--- src/rtl/mips_pkg.sv ---
// Shared definitions for the ALU arbiter slice.
// Contents: datapath width, ALU op-code constants and a zero-detect helper.
package mips_pkg;

    localparam int DATA_W = 32;

    typedef logic [2:0] alu_op_t;

    localparam alu_op_t ALU_ADD = 3'b000;
    localparam alu_op_t ALU_SUB = 3'b001;
    localparam alu_op_t ALU_AND = 3'b010;
    localparam alu_op_t ALU_OR  = 3'b011;
    localparam alu_op_t ALU_SLT = 3'b100;

    // True when every bit of the value is clear.
    function automatic logic is_zero(input logic [DATA_W-1:0] value);
        return (value == {DATA_W{1'b0}});
    endfunction

endpackage

--- src/rtl/mips_alu.sv ---
// Combinational 32-bit ALU.
// Ports:
//   a, b    in  DATA_W  operands
//   op      in  3       op code (unused codes execute as add)
//   result  out DATA_W  result, add/sub wrap modulo 2^DATA_W
//   zero    out 1       result == 0
module mips_alu
    import mips_pkg::*;
(
    input  logic [DATA_W-1:0] a,
    input  logic [DATA_W-1:0] b,
    input  logic [2:0]        op,
    output logic [DATA_W-1:0] result,
    output logic              zero
);

    // Operation select; set-less-than is an unsigned compare.
    always_comb begin
        result = {DATA_W{1'b0}};
        case (op)
            ALU_ADD: result = a + b;
            ALU_SUB: result = a - b;
            ALU_AND: result = a & b;
            ALU_OR:  result = a | b;
            ALU_SLT: result = (a < b) ? {{(DATA_W-1){1'b0}}, 1'b1} : {DATA_W{1'b0}};
            default: result = a + b;
        endcase
        zero = is_zero(result);
    end

endmodule

--- src/rtl/rr_arb2.sv ---
// Two-way arbiter with eligibility inputs and a last-winner pointer.
// Ports:
//   clk      in  1  clock
//   reset_n  in  1  asynchronous active-low reset
//   elig     in  2  per-port eligibility
//   grant    out 2  one-hot or zero grant (combinational)
// FAIR=1 alternates on contention, FAIR=0 always favours port 0.
module rr_arb2 #(
    parameter bit FAIR = 1'b1
) (
    input  logic       clk,
    input  logic       reset_n,
    input  logic [1:0] elig,
    output logic [1:0] grant
);

    logic last_q;
    logic last_d;

    // Grant selection; with both eligible the fair mode picks the port that did not win last.
    always_comb begin
        grant = 2'b00;
        case (elig)
            2'b01: grant = 2'b01;
            2'b10: grant = 2'b10;
            2'b11: begin
                if (FAIR == 1'b0) begin
                    grant = 2'b01;
                end else if (last_q) begin
                    grant = 2'b01;
                end else begin
                    grant = 2'b10;
                end
            end
            default: grant = 2'b00;
        endcase
    end

    // Any grant is a completed handshake, since a port is only eligible while valid.
    always_comb begin
        last_d = last_q;
        if (grant[0]) begin
            last_d = 1'b0;
        end else if (grant[1]) begin
            last_d = 1'b1;
        end else begin
            last_d = last_q;
        end
    end

    // Last-winner pointer; resets to port 1 so port 0 wins the first contest.
    always_ff @(posedge clk or negedge reset_n) begin
        if (!reset_n) begin
            last_q <= 1'b1;
        end else begin
            last_q <= last_d;
        end
    end

endmodule

--- src/rtl/alu_arbiter.sv ---
// Shares one ALU between two requesters with per-port response slots.
// Ports:
//   clk, reset_n              clock, asynchronous active-low reset
//   req_valid / req_ready     per-port request handshake (ready is combinational)
//   req_a*, req_b*, req_op*   operands and op code, ports 0/1
//   rsp_valid / rsp_ready     per-port response handshake
//   rsp_result*, rsp_zero*    registered result and zero flag, ports 0/1
// Latency is two cycles from request handshake to rsp_valid.
module alu_arbiter
    import mips_pkg::*;
#(
    parameter bit FAIR = 1'b1
) (
    input  logic              clk,
    input  logic              reset_n,
    input  logic [1:0]        req_valid,
    output logic [1:0]        req_ready,
    input  logic [DATA_W-1:0] req_a0,
    input  logic [DATA_W-1:0] req_a1,
    input  logic [DATA_W-1:0] req_b0,
    input  logic [DATA_W-1:0] req_b1,
    input  logic [2:0]        req_op0,
    input  logic [2:0]        req_op1,
    output logic [1:0]        rsp_valid,
    input  logic [1:0]        rsp_ready,
    output logic [DATA_W-1:0] rsp_result0,
    output logic [DATA_W-1:0] rsp_result1,
    output logic              rsp_zero0,
    output logic              rsp_zero1
);

    logic              s1_valid_q, s1_valid_d;
    logic              s1_owner_q, s1_owner_d;
    logic [DATA_W-1:0] s1_a_q, s1_a_d;
    logic [DATA_W-1:0] s1_b_q, s1_b_d;
    logic [2:0]        s1_op_q, s1_op_d;

    logic [1:0]        rsp_valid_q, rsp_valid_d;
    logic [DATA_W-1:0] result0_q, result0_d;
    logic [DATA_W-1:0] result1_q, result1_d;
    logic              zero0_q, zero0_d;
    logic              zero1_q, zero1_d;

    logic [1:0]        elig_s;
    logic [1:0]        grant_s;
    logic [DATA_W-1:0] alu_result_s;
    logic              alu_zero_s;

    // A port may have only one op in flight: blocked while it owns the issue slot or a full response slot.
    always_comb begin
        elig_s[0] = req_valid[0] & ~rsp_valid_q[0] & ~(s1_valid_q & (s1_owner_q == 1'b0));
        elig_s[1] = req_valid[1] & ~rsp_valid_q[1] & ~(s1_valid_q & (s1_owner_q == 1'b1));
    end

    rr_arb2 #(
        .FAIR (FAIR)
    ) u_arb (
        .clk     (clk),
        .reset_n (reset_n),
        .elig    (elig_s),
        .grant   (grant_s)
    );

    assign req_ready = grant_s;

    mips_alu u_alu (
        .a      (s1_a_q),
        .b      (s1_b_q),
        .op     (s1_op_q),
        .result (alu_result_s),
        .zero   (alu_zero_s)
    );

    // Issue register next state: capture the granted port, otherwise the slot empties.
    always_comb begin
        s1_valid_d = 1'b0;
        s1_owner_d = s1_owner_q;
        s1_a_d     = s1_a_q;
        s1_b_d     = s1_b_q;
        s1_op_d    = s1_op_q;
        if (grant_s[0]) begin
            s1_valid_d = 1'b1;
            s1_owner_d = 1'b0;
            s1_a_d     = req_a0;
            s1_b_d     = req_b0;
            s1_op_d    = req_op0;
        end else if (grant_s[1]) begin
            s1_valid_d = 1'b1;
            s1_owner_d = 1'b1;
            s1_a_d     = req_a1;
            s1_b_d     = req_b1;
            s1_op_d    = req_op1;
        end else begin
            s1_valid_d = 1'b0;
        end
    end

    // Response slot next state; a write and a consume of the same slot never coincide.
    always_comb begin
        rsp_valid_d = rsp_valid_q;
        result0_d   = result0_q;
        result1_d   = result1_q;
        zero0_d     = zero0_q;
        zero1_d     = zero1_q;
        if (s1_valid_q && (s1_owner_q == 1'b0)) begin
            rsp_valid_d[0] = 1'b1;
            result0_d      = alu_result_s;
            zero0_d        = alu_zero_s;
        end else if (rsp_valid_q[0] && rsp_ready[0]) begin
            rsp_valid_d[0] = 1'b0;
        end else begin
            rsp_valid_d[0] = rsp_valid_q[0];
        end
        if (s1_valid_q && (s1_owner_q == 1'b1)) begin
            rsp_valid_d[1] = 1'b1;
            result1_d      = alu_result_s;
            zero1_d        = alu_zero_s;
        end else if (rsp_valid_q[1] && rsp_ready[1]) begin
            rsp_valid_d[1] = 1'b0;
        end else begin
            rsp_valid_d[1] = rsp_valid_q[1];
        end
    end

    // Issue-stage registers.
    always_ff @(posedge clk or negedge reset_n) begin
        if (!reset_n) begin
            s1_valid_q <= 1'b0;
            s1_owner_q <= 1'b0;
            s1_a_q     <= {DATA_W{1'b0}};
            s1_b_q     <= {DATA_W{1'b0}};
            s1_op_q    <= 3'b000;
        end else begin
            s1_valid_q <= s1_valid_d;
            s1_owner_q <= s1_owner_d;
            s1_a_q     <= s1_a_d;
            s1_b_q     <= s1_b_d;
            s1_op_q    <= s1_op_d;
        end
    end

    // Response-slot registers; reset discards any pending result.
    always_ff @(posedge clk or negedge reset_n) begin
        if (!reset_n) begin
            rsp_valid_q <= 2'b00;
            result0_q   <= {DATA_W{1'b0}};
            result1_q   <= {DATA_W{1'b0}};
            zero0_q     <= 1'b0;
            zero1_q     <= 1'b0;
        end else begin
            rsp_valid_q <= rsp_valid_d;
            result0_q   <= result0_d;
            result1_q   <= result1_d;
            zero0_q     <= zero0_d;
            zero1_q     <= zero1_d;
        end
    end

    assign rsp_valid   = rsp_valid_q;
    assign rsp_result0 = result0_q;
    assign rsp_result1 = result1_q;
    assign rsp_zero0   = zero0_q;
    assign rsp_zero1   = zero1_q;

endmodule

--- config.mk ---
export PLATFORM = sky130hd
export DESIGN_NAME = alu_arbiter
export DESIGN_NICKNAME = d
export VERILOG_FILES = /design/src/rtl/mips_pkg.sv /design/src/rtl/mips_alu.sv /design/src/rtl/rr_arb2.sv /design/src/rtl/alu_arbiter.sv
export SDC_FILE = /design/constraint.sdc
export NUM_CORES = 1
export LEC_CHECK = 0
export CAP_MARGIN = 20
export CORE_MARGIN = 3
export CORE_UTILIZATION = 35
export DETAILED_ROUTE_END_ITERATION = 16
export MAX_ROUTING_LAYER = met4
export SLEW_MARGIN = 30
export SYNTH_ARGS = -nofsm -noshare
export SYNTH_HDL_FRONTEND = slang
export SYNTH_SLANG_ARGS = --single-unit
--- constraint.sdc ---
create_clock -name clk -period 3.2 [get_ports clk]
set_input_delay 0.48 -clock clk [delete_from_list [all_inputs] [get_ports clk]]
set_output_delay 0.48 -clock clk [all_outputs]
set_load 0.02 [all_outputs]
==> results.toml <==
[critical_path]
worst_setup_path_end_kind = "flop"
r2r_end = "rsp_zero1$_DFFE_PN0P_"
crit_family = "simple AND/OR/NAND/NOR gates"
reg2reg_depth = 13
worst-path-buf-inv = 2
cp_slowest_stage_delay_ns = 0.51
cp_max_fo = 3
slowest_stage = "or4b_4"
crit_required_ns = 3.53
rr_startpoint = "s1_a_q[1]$_DFFE_PN0P_"
critPathLaunchType = "flop"
crit_chain = "inv_2 -> ha_4 -> o21ba_4 -> or4_4 -> a2111oi_4 -> buf_4 -> o2111ai_4 -> and3_4 -> or4b_4 -> o311a_4 -> o2111a_1 -> nand4b_1 -> o21ai_1"
reg2reg_setup_slack_ns = -0.12
critPathKind = "flop to flop"
arrival_ns = 3.64

[outcome]
status = "finished, violations left"
violations = "setup timing"

[global_routing]
grt_first_pass_wirelength_um = 68760
grt_max_degree = 78
grt_pass1_vias = 11950
grt_overflow = 0
groute.usage.overall_pct = 26.91
antenna_found_initial = 0

[synth]
synth-xor-area-share_pct = 0.5544
synthCells = 1369
synth_compound_area_share_pct = 31.62
synth_edf_count = 0
synth-adder-area-share_pct = 11.34
synth_top_family_by_area = "compound AO/OA/AOI/OAI gates"
synthSimpleGateAreaFrac_pct = 16.14
synth.yosys.seq_area_share_pct = 31.24
synthFlopType = "dfrtp_1"
yosys_warnings = 0
syn_avg_cell_area_um2 = 8.078
ys_ff_latch = 138
synth_async_sr_flop_share_pct = 100.0
synth.mux.area_fraction_pct = 1.788
synth.distinct_cells = 84
netlist_area_mm2 = 0.01106
syn_nets = 1608

[die]
fp-row-count = 64
fp.dieH_um = 183.8
ios = 210
start_util_pct = 35.87
design.core.area_mm2 = 0.03083
dieWidth_um = 183.8
die_area_mm2 = 0.03377

[clock_network]
cts.reportedPaths.clkPinSlew_ns = 0.07
cts_tree = "done"
max-clock-path-buffers = 2
htree_num_levels = 4
worstSkewPairLatency_ns = 0.45
cts_buffers = 17
root_buffer = "clkbuf_16"
hold_buffers = 0
clock_sinks = 138

[sta]
tightestPinTransition_ns = 0.7821
slew_viol_final = 0
finalSetupViolCount = 3
relSlewSlack_pct = 47.55
fin_crit_sh_pct = 103.6
max_freq_mhz = 301.6
hold_viol = 0
fin_ws_ns = -0.1159
fin_worst_skew_ns = 0.01657
tns_ns = -0.2504
rsz0062_at_grt = "true"
post-route-min-period_ns = 3.316

[routing]
num_vias = 12350
drc = 0
routed_via_density = 5.556
drt_iter0_markers = 939
wirelength_um = 45080
routedWlPerCell_um = 20.28
first_pass_iters = 5
antenna_left = 0

[final_layout]
final_util_pct = 55.07
fin_area_mm2 = 0.01698
syn2layout_area_growth_pct = 53.52
fin_nets = 2053
antenna_cells = 0
final_common_cell = "buf_4"
drive_above_1_share_pct = 27.15
layout_common_cells = "300 x buf_4, 208 x clkdlybuf4s50_1, 136 x dfrtp_1, 130 x nand2_1, 98 x inv_1"

[placement]
portBuffers = 209
hpwlAfterDp_um = 35930
finalWeightedCongestion = 1.004
placed_area_mm2 = 0.01559

[flow_run]
maxCapViolations = 0

[hold_path]
hold_path_class = "input port to async pin"
-- through the flow --
step	hold slack [ns]	cells	worst slack (ns)
after CTS	0.09850	2216	-0.1432
after global routing	0.1288	2223	-0.2656
final	0.07397	2223	-0.1159
after floorplan	0.1844	1369	0.007304
after global placement	0.4597	2175	-0.4390
after detailed placement	0.4691	2175	-0.4540
-- registers in the layout, indices dropped and copies added (netlist names) --
register      flops
rsp_zero1         1
rsp_result0      32
s1_owner_q        1
u_arb.last_q      1
rsp_result1      32
rsp_zero0         1
s1_b_q           32
s1_a_q           32
rsp_valid         2
s1_valid_q        1
s1_op_q           3
-- metal layers --
layer / vias up / global-route usage [%] / share of wire [%]
li1: 5967 / - / -
met1: 5868 / 37.50 / 47
met2: 458 / 40.48 / 44
met3: 57 / 5.362 / 7.5
met4: 0 / 6.380 / 2.2
met5: - / - / 0
-- cell type report --
class                           instances  area, um2
Clock inverter                         15      155.1
Fill cell                            2882      13850
Timing Repair Buffer                  523       4556
Tap cell                              396      495.5
Inverter                              110      412.9
Multi-Input combinational cell       1024       7478
Clock buffer                           17      425.4
Sequential cell                       138       3456
-- worst max-delay path by stage --
stage	to	slack, ns	start	cells after the start
CTS	rsp_zero1$_DFFE_PN0P_	-0.14	s1_b_q[0]$_DFFE_PN0P_	15
floorplan	rsp_zero0$_DFFE_PN0P_	0.007	s1_a_q[1]$_DFFE_PN0P_	13
detailed placement	rsp_zero1$_DFFE_PN0P_	-0.45	s1_a_q[13]$_DFFE_PN0P_	13
global placement	rsp_zero1$_DFFE_PN0P_	-0.44	s1_a_q[13]$_DFFE_PN0P_	13
global route	rsp_zero1$_DFFE_PN0P_	-0.27	s1_a_q[0]$_DFFE_PN0P_	15
finish	rsp_zero1$_DFFE_PN0P_	-0.12	s1_a_q[1]$_DFFE_PN0P_	13
-- worst register-to-register path, stage by stage, from the launching register on --
cell	delay (ns)
dfrtp_1	0.41
inv_2	0.09
ha_4	0.20
o21ba_4	0.23
or4_4	0.45
a2111oi_4	0.31
buf_4	0.20
o2111ai_4	0.12
and3_4	0.20
or4b_4	0.51
o311a_4	0.15
o2111a_1	0.14
nand4b_1	0.12
o21ai_1	0.07
-- synthesized netlist by cell type, types with 13 or more instances --
master,instances,area share [%]
inv_1,110,3.7
a21oi_1,88,4.0
a31oi_1,72,4.1
clkbuf_1,73,2.5
o211ai_1,20,1.4
nand3_1,16,0.72
nor2_1,83,2.8
nor3_1,16,0.72
a211oi_1,13,0.88
nor2b_1,19,1.1
o21ai_1,15,0.68
mux2i_1,13,1.2
o21ai_0,106,4.8
o22ai_1,73,4.1
o31ai_1,13,0.88
dfrtp_1,137,31
nand4_1,21,1.2
ha_1,97,11
nand2_1,133,4.5
-- timing repair --
item,4_1_cts,5_1_grt
pin swaps,24,27
gates resized for setup,67,97
buffers inserted,10,10
setup endpoints to repair,25,36
-- logic make-up (layout without fill, tap and decap cells) --
family          after synthesis  after routing
compound gates              532            532
simple gates                367            367
buf+inv                     207            665
flops                       138            138
fa+ha+maj                    99             99
mux                          19             19
xor+xnor                      7              7
Power is left out: the tool's default activity adds up to more than one toggle a clock period on the data nets, which glitch-free logic cannot reach.
